<file path="config.mk">
export PLATFORM = sky130hd
export DESIGN_NAME = regfile_mp
export DESIGN_NICKNAME = d
export VERILOG_FILES = /design/src/rtl/regfile_mp.sv
export SDC_FILE = /design/constraint.sdc
export NUM_CORES = 2
export LEC_CHECK = 0
export CAP_MARGIN = 10
export CORE_UTILIZATION = 57
export DETAILED_ROUTE_END_ITERATION = 10
export PLACE_DENSITY = 0.77
export SETUP_SLACK_MARGIN = 0.2
export SLEW_MARGIN = 0
export SYNTH_ARGS = -nofsm -noshare
export SYNTH_HDL_FRONTEND = slang
export SYNTH_SLANG_ARGS = --single-unit
export TNS_END_PERCENT = 50
</file>
<file path="constraint.sdc">
create_clock -name clk -period 3.34 [get_ports clk]
set_input_delay 0.334 -clock clk [delete_from_list [all_inputs] [get_ports clk]]
set_output_delay 0.334 -clock clk [all_outputs]
set_load 0.03 [all_outputs]
</file>
<file path="src/rtl/regfile_mp.sv">
// regfile_mp: parametrised multi-port register file with fixed-priority write
// ports, optional same-cycle write-to-read bypass and a post-reset clear sweep.
module regfile_mp #(
  parameter int DATA_W   = 32,
  parameter int ADDR_W   = 5,
  parameter int NUM_RD   = 2,
  parameter int NUM_WR   = 2,
  parameter int BYPASS   = 1,
  parameter int ZERO_REG = 1
) (
  input  logic                       clk,
  input  logic                       rst,
  input  logic [NUM_WR-1:0]          wr_en,
  input  logic [NUM_WR*ADDR_W-1:0]   wr_addr,
  input  logic [NUM_WR*DATA_W-1:0]   wr_data,
  input  logic [NUM_RD-1:0]          rd_en,
  input  logic [NUM_RD*ADDR_W-1:0]   rd_addr,
  output logic [NUM_RD*DATA_W-1:0]   rd_data,
  output logic                       ready,
  output logic                       wr_conflict
);

  localparam int DEPTH = 1 << ADDR_W;

  typedef enum logic {
    CLEAR = 1'b0,
    READY = 1'b1
  } state_t;

  state_t              state, state_nxt;
  logic [ADDR_W-1:0]   clr_ptr, clr_ptr_nxt;
  logic                conflict_nxt;
  logic [NUM_WR-1:0]   wr_live;
  logic [DATA_W-1:0]   regs [DEPTH];

  assign ready = (state == READY);

  // Qualify each write port: enabled, and not aimed at the hardwired zero entry.
  always_comb begin
    // NOTE: every variable written in always_comb gets a default first, so no path leaves it unassigned and no latch is inferred.
    wr_live = '0;
    for (int p = 0; p < NUM_WR; p++) begin
      wr_live[p] = wr_en[p] &&
                   !((ZERO_REG != 0) && (wr_addr[p*ADDR_W +: ADDR_W] == '0));
    end
  end

  // Detect two live write ports targeting the same entry (only meaningful in READY).
  always_comb begin
    conflict_nxt = 1'b0;
    if (state == READY) begin
      for (int i = 0; i < NUM_WR; i++) begin
        for (int j = i + 1; j < NUM_WR; j++) begin
          if (wr_live[i] && wr_live[j] &&
              (wr_addr[i*ADDR_W +: ADDR_W] == wr_addr[j*ADDR_W +: ADDR_W])) begin
            conflict_nxt = 1'b1;
          end
        end
      end
    end
  end

  // Next-state logic: sweep every entry once, then sit in READY until reset.
  always_comb begin
    state_nxt   = state;
    clr_ptr_nxt = clr_ptr;
    case (state)
      CLEAR: begin
        clr_ptr_nxt = clr_ptr + ADDR_W'(1);
        if (&clr_ptr) state_nxt = READY;
      end
      READY:   state_nxt = READY;
      default: state_nxt = CLEAR;
    endcase
  end

  // Control registers with synchronous reset; reset always restarts the sweep.
  always_ff @(posedge clk) begin
    // NOTE: sequential state uses non-blocking (<=) so every register samples pre-edge values.
    if (rst) begin
      state       <= CLEAR;
      clr_ptr     <= '0;
      wr_conflict <= 1'b0;
    end else begin
      state       <= state_nxt;
      clr_ptr     <= clr_ptr_nxt;
      wr_conflict <= conflict_nxt;
    end
  end

  // Storage array: cleared one entry per cycle by the sweep, then written by the ports.
  always_ff @(posedge clk) begin
    // NOTE: the array has no reset term; the sweep clears it, keeping it mappable to plain RAM.
    if (!rst) begin
      if (state == CLEAR) begin
        regs[clr_ptr] <= '0;
      end else begin
        // Later (higher-index) ports overwrite earlier ones, giving fixed priority.
        for (int p = 0; p < NUM_WR; p++) begin
          if (wr_live[p]) regs[wr_addr[p*ADDR_W +: ADDR_W]] <= wr_data[p*DATA_W +: DATA_W];
        end
      end
    end
  end

  // Combinational read ports with optional forwarding of same-cycle writes.
  always_comb begin
    rd_data = '0;
    for (int q = 0; q < NUM_RD; q++) begin
      if (rd_en[q] && ready) begin
        rd_data[q*DATA_W +: DATA_W] = regs[rd_addr[q*ADDR_W +: ADDR_W]];
        if (BYPASS != 0) begin
          for (int p = 0; p < NUM_WR; p++) begin
            if (wr_live[p] && (wr_addr[p*ADDR_W +: ADDR_W] == rd_addr[q*ADDR_W +: ADDR_W])) begin
              rd_data[q*DATA_W +: DATA_W] = wr_data[p*DATA_W +: DATA_W];
            end
          end
        end
        if ((ZERO_REG != 0) && (rd_addr[q*ADDR_W +: ADDR_W] == '0)) begin
          rd_data[q*DATA_W +: DATA_W] = '0;
        end
      end
    end
  end

endmodule

</file>
* Word level (Yosys, flattened, before mapping)
Memories as Yosys holds them, arrays and structs flattened.
Index checks and enable logic that the tools add are counted.
Widths: inputs -> output; s select.
** Operators by class
- Add/subtract/negate cells :: 1
- Equality and inequality tests :: 5
- Muxes and demuxes :: 25
- Bitwise gates (word level) :: 1
- Reduce and logical (&&, ||, !) cells :: 19
** Operator list (count)
- $mux 32 :: 9
- $reduce_or 32->1 :: 1
- $eq 5x5->1 :: 5
- $logic_not 5->1 :: 4
- $mux 1 :: 14
- $logic_and 1x1->1 :: 10
- $add 5x1->5 const B :: 1
- $mux 5 :: 1
- $reduce_and 5->1 :: 1
- $logic_not 1->1 :: 2
- $pmux 1 s2 :: 1
- $reduce_or 2->1 :: 1
- $not 1->1 :: 1
** Storage, ports and cells
- Register bits :: 7
- Memory bits (writable) :: 1024
- Input port bits :: 90
- Output and inout bits :: 66
- Word-level logic and storage cells :: 55
- Memories kept :: 1
** Memories
- regs :: words 32, bits a word 32, read ports 2, clocked after memory_dff 0, wr ports 2, line 34 : logic [DATA_W-1:0] regs [DEPTH];

* Depth between registers and ports, before layout
- Depth after elaboration :: 9
- Gate-level depth with buffers :: 8
- Depth with buffers taken out :: 5

* Least setup slack after synthesis
No wires, ideal clock.
- Path type :: flip-flop to flip-flop
- From :: register state, in the netlist ready
- To :: memory regs[1][0] (enable)
- Data arrival time :: 3259 ps
- Data required time :: 2912 ps
- Slack :: -347 ps
- Stages on the path, launching flop included :: 8
- Path buffers :: 2
- Cells stage by stage :: dfxtp_1 -> buf_4 -> nand3b_1 -> a21oi_1 -> buf_2 -> mux2i_1 -> nand2_1 -> o21bai_1
** RTL lines
- start, declared :: line 30 : state_t state, state_nxt;
- start signal, assigned :: line 85 : state <= state_nxt;
- end, declared :: line 34

* Worst setup path after layout
- From :: input wr_en[0]
- To :: output rd_data[30]
** Between the ends
- Word-level cells in the longest chain between the ends :: 6
** RTL lines
- start, declared :: line 13 : input logic [NUM_WR-1:0] wr_en,
- $logic_and 1x1->1 :: line 43 : wr_live[p] = wr_en[p] &&
- $logic_and 1x1->1 :: line 114 : if (wr_live[p] && (wr_addr[p*ADDR_W +: ADDR_W] == rd_addr[q*ADDR_W +: ADDR_W])) begin
- $mux 32 (2 in series) :: line 114
- $mux 32 :: line 119 : if ((ZERO_REG != 0) && (rd_addr[q*ADDR_W +: ADDR_W] == '0)) begin
- $mux 32 :: line 110 : if (rd_en[q] && ready) begin
- end, declared :: line 18 : output logic [NUM_RD*DATA_W-1:0] rd_data,
Every way passes these cells.

==> impl_metrics.py <==
metrics = {
    "logic_synthesis": {
        "avgSynthCellArea_um2": 11.8,
        "synth_async_sr_flop_share_pct": 0,
        "synthMuxAreaShare_pct": 20.0,
        "synth_top_family_by_area": "multiplexers",
        "ys_seq_area_share_pct": 50.5,
        "synth-main-ff-cell": "edfxtp_1",
        "syn_inst": 5186,
        "synth.distinct_cells": 53,
        "syn_nets": 5278,
        "synth_edf_count": 1024,
        "synth_compound_area_share_pct": 12.7,
        "yosys.area_share.simple_pct": 10.8,
        "synth-xor-area-share_pct": 0.401,
        "post_synth_fa_ha_maj_area_fraction_pct": 0.0409,
        "yosysWarnings": 0,
        "ys_seq_elements": 1031,
        "syn_area_um2": 61200,
    },
    "sta": {
        "max_slew_margin_pct": 32.1,
        "layout_setup_ws_ns": 0.165,
        "fin_skew_ns": 0.0240,
        "period_minus_slack_ns": 3.18,
        "period_share_pct": 95.1,
        "hold_viol": 0,
        "max_freq_mhz": 315,
        "final_max_slew_viol_count": 0,
        "tightest_slew_ns": 1.02,
        "finalSetupViolCount": 0,
        "rsz0062_at_grt": "true",
    },
    "floorplanning": {
        "die_area_um2": 109000,
        "die_w_um": 330,
        "rows": 119,
        "fp.dieH_um": 330,
        "ioPinCount": 156,
        "core_region_area_um2": 106000,
        "start_util_pct": 57.8,
    },
    "cells_and_area": {
        "final_layout_size_suffix_gt1_share_pct": 23.1,
        "nets": 5189,
        "utilization_pct": 65.7,
        "syn_to_final_growth_pct": 13.5,
        "fin_cells": 6571,
    },
    "route": {
        "drt_first_pass_iters": 11,
        "routed_via_density": 7.54,
        "routedWlPerCell_um": 33.9,
        "vias": 49600,
        "finalWirelength_um": 223000,
        "drtIter0Drc": 9344,
        "drc": 1,
        "ant_nets": 0,
    },
    "clocking": {
        "numCtsBuffers": 103,
        "htreeDepth": 3,
        "root_buffer": "clkbuf_16",
        "clk_latency_ns": 0.70,
        "clkTransAtPathRegs_ns": 0.06,
        "cts_tree": "built",
        "ctsLongestPathBuffers": 3,
        "clock_sinks": 1031,
    },
    "placement": {
        "dp_hpwl_um": 137000,
        "io_buffers": 155,
        "dp_slack_ns": -0.199,
        "gp_congestion": 0.972,
        "dp_cells": 6372,
    },
    "critical_path": {
        "worstPathArrival_ns": 2.84,
        "r2r-end": "regs[1][22]$_DFFE_PP_",
        "rrSetupSlack_ns": 0.62,
        "rr_startpoint": "ready$_SDFF_PP0_",
        "critical_path_class": "in2out",
        "critPathRequiredTime_ns": 3.01,
        "r2r_cells": 7,
        "end_kind": "primary output",
        "cp-start-kind": "primary input",
        "worstPathMaxFanout": 5,
    },
    "hold_path": {
        "worstHoldEndpoint": "wr_conflict$_SDFF_PP0_",
        "hold_depth": 4,
        "hp-class": "in2reg",
        "hold_start": "wr_addr[6]",
    },
    "power": {
        "ir_drop_mv": 0.433,
        "power.leakage_nw": 22.2,
        "power_density_nw_per_um2": 403,
        "total_power_w": 0.0280,
    },
    "global_route": {
        "grt_antenna_before_repair": 4,
        "grt_pass1_wl_um": 317000,
        "grt_pass1_vias": 47900,
        "grt_max_degree": 65,
        "grt_util_all_layers_pct": 40.8,
        "grt-ovfl-total": 0,
    },
    "status": {
        "violations": "design-rule violations",
        "status": "finished with violations",
    },
    "run": {
        "cap_viol_max_count": 0,
    },
}
## worst max path at each step
stage / start / cells after the start / end
after global placement: wr_addr[3] / 9 / rd_data[30]
after detailed placement: wr_addr[3] / 9 / rd_data[30]
after floorplan: ready$_SDFF_PP0_ / 7 / regs[1][0]$_DFFE_PP_
after global routing: wr_en[0] / 8 / rd_data[30]
final: wr_en[0] / 8 / rd_data[30]
after CTS: wr_addr[4] / 9 / rd_data[30]
## worst max-delay path, cell delays in order
cell and delay, ns:
clkdlybuf4s50_1 0.65, a21boi_4 0.27, nand4_1 0.29, buf_4 0.27, mux2_2 0.27, o211ai_1 0.43, buf_4 0.21, buf_12 0.11
## final cells by class
type | count | area [µm²]
diodes | 5 | 12.5
fillers | 7215 | 36400
multi-input cells | 3419 | 27500
clock buffers | 127 | 2670
repair buffers | 508 | 6090
clock inverters | 56 | 427
inverters | 34 | 128
well taps | 1391 | 1740
flip-flops and latches | 1031 | 30900
## flip-flops by register name, summed over array words and instances (netlist names)
| name | count |
|---|---|
| clr_ptr | 5 |
| regs | 1024 |
| wr_conflict | 1 |
| ready | 1 |
## layer usage
layer | up-vias | global-route usage (%) | share of wire, %
met5 | - | 0 | 0.042
met3 | 1198 | 15.9 | 18
met4 | 10 | 29.1 | 8.4
met2 | 5133 | 58.9 | 43
met1 | 23500 | 50.5 | 31
li1 | 19700 | - | -
## placed cells by master, fill, tap and decap left out, types with 34 or more instances in the layout
cell type        instances
mux2i_1                 65
buf_4                  252
clkbuf_16              105
nand2_1               1163
o211ai_1                54
edfxtp_1              1024
nand4b_1                63
a22oi_1                256
clkdlybuf4s50_1         73
buf_12                 158
mux4_2                 512
inv_1                   34
nand4_1                 60
and4_1                  62
o21ai_0                102
o21ai_1                893
## where the power goes
group	internal (W)	switching [W]	total, W
combinational	0.00108	0.00171	0.00279
sequential	0.0141	0.0000460	0.0142
clock	0.00603	0.00505	0.0111
## metrics by stage
stage / hold WS, ns / setup TNS (ns) / cell area [µm²]
after floorplan: 0.528 / -257.40 / 61200
after global placement: 0.596 / -0.249 / 66200
after detailed placement: 0.613 / -0.294 / 66200
after CTS: 0.432 / 0 / 69300
after global routing: 0.411 / 0 / 69500
final: 0.361 / 0 / 69500
## synth_stat cells, drive strengths merged, types with 6 or more instances
cell    number  area (µm²)
nand2     1163        4370
edfxtp    1024       30700
o21ai      995        4980
mux4       512       11500
buf        356        2000
clkbuf     346        1300
a22oi      256        1920
nand4       69         488
nand4b      66         606
o211ai      66         573
mux2i       65         651
and4        62         543
inv         34         128
o21bai      31         233
xor2        22         193
and2        20         125
nor2        18        70.1
nor2b       13        81.3
nor3         9        71.3
dfxtp        7         140
xnor2        6        52.6
## cells by family (layout without fill, tap and decap cells)
group | after synthesis | after routing
muxes | 581 | 581
AOI/OAI and AO/OA | 1357 | 1357
DFF | 1031 | 1031
xor gates and xnor gates | 28 | 28
other | 0 | 5
and+or+nand+nor | 1451 | 1451
buffers and inverters | 736 | 725
adders and majority gates | 2 | 2
## what timing repair did
action / in CTS / in global routing
gates resized for setup: 17 / 20
cloned: 0 / 2
hold buffers: 0 / 0
buffers inserted: 2 / 7
pin swaps: 3 / 8
setup endpoints to repair: 62 / 6
(Power assumes the default switching activity.)
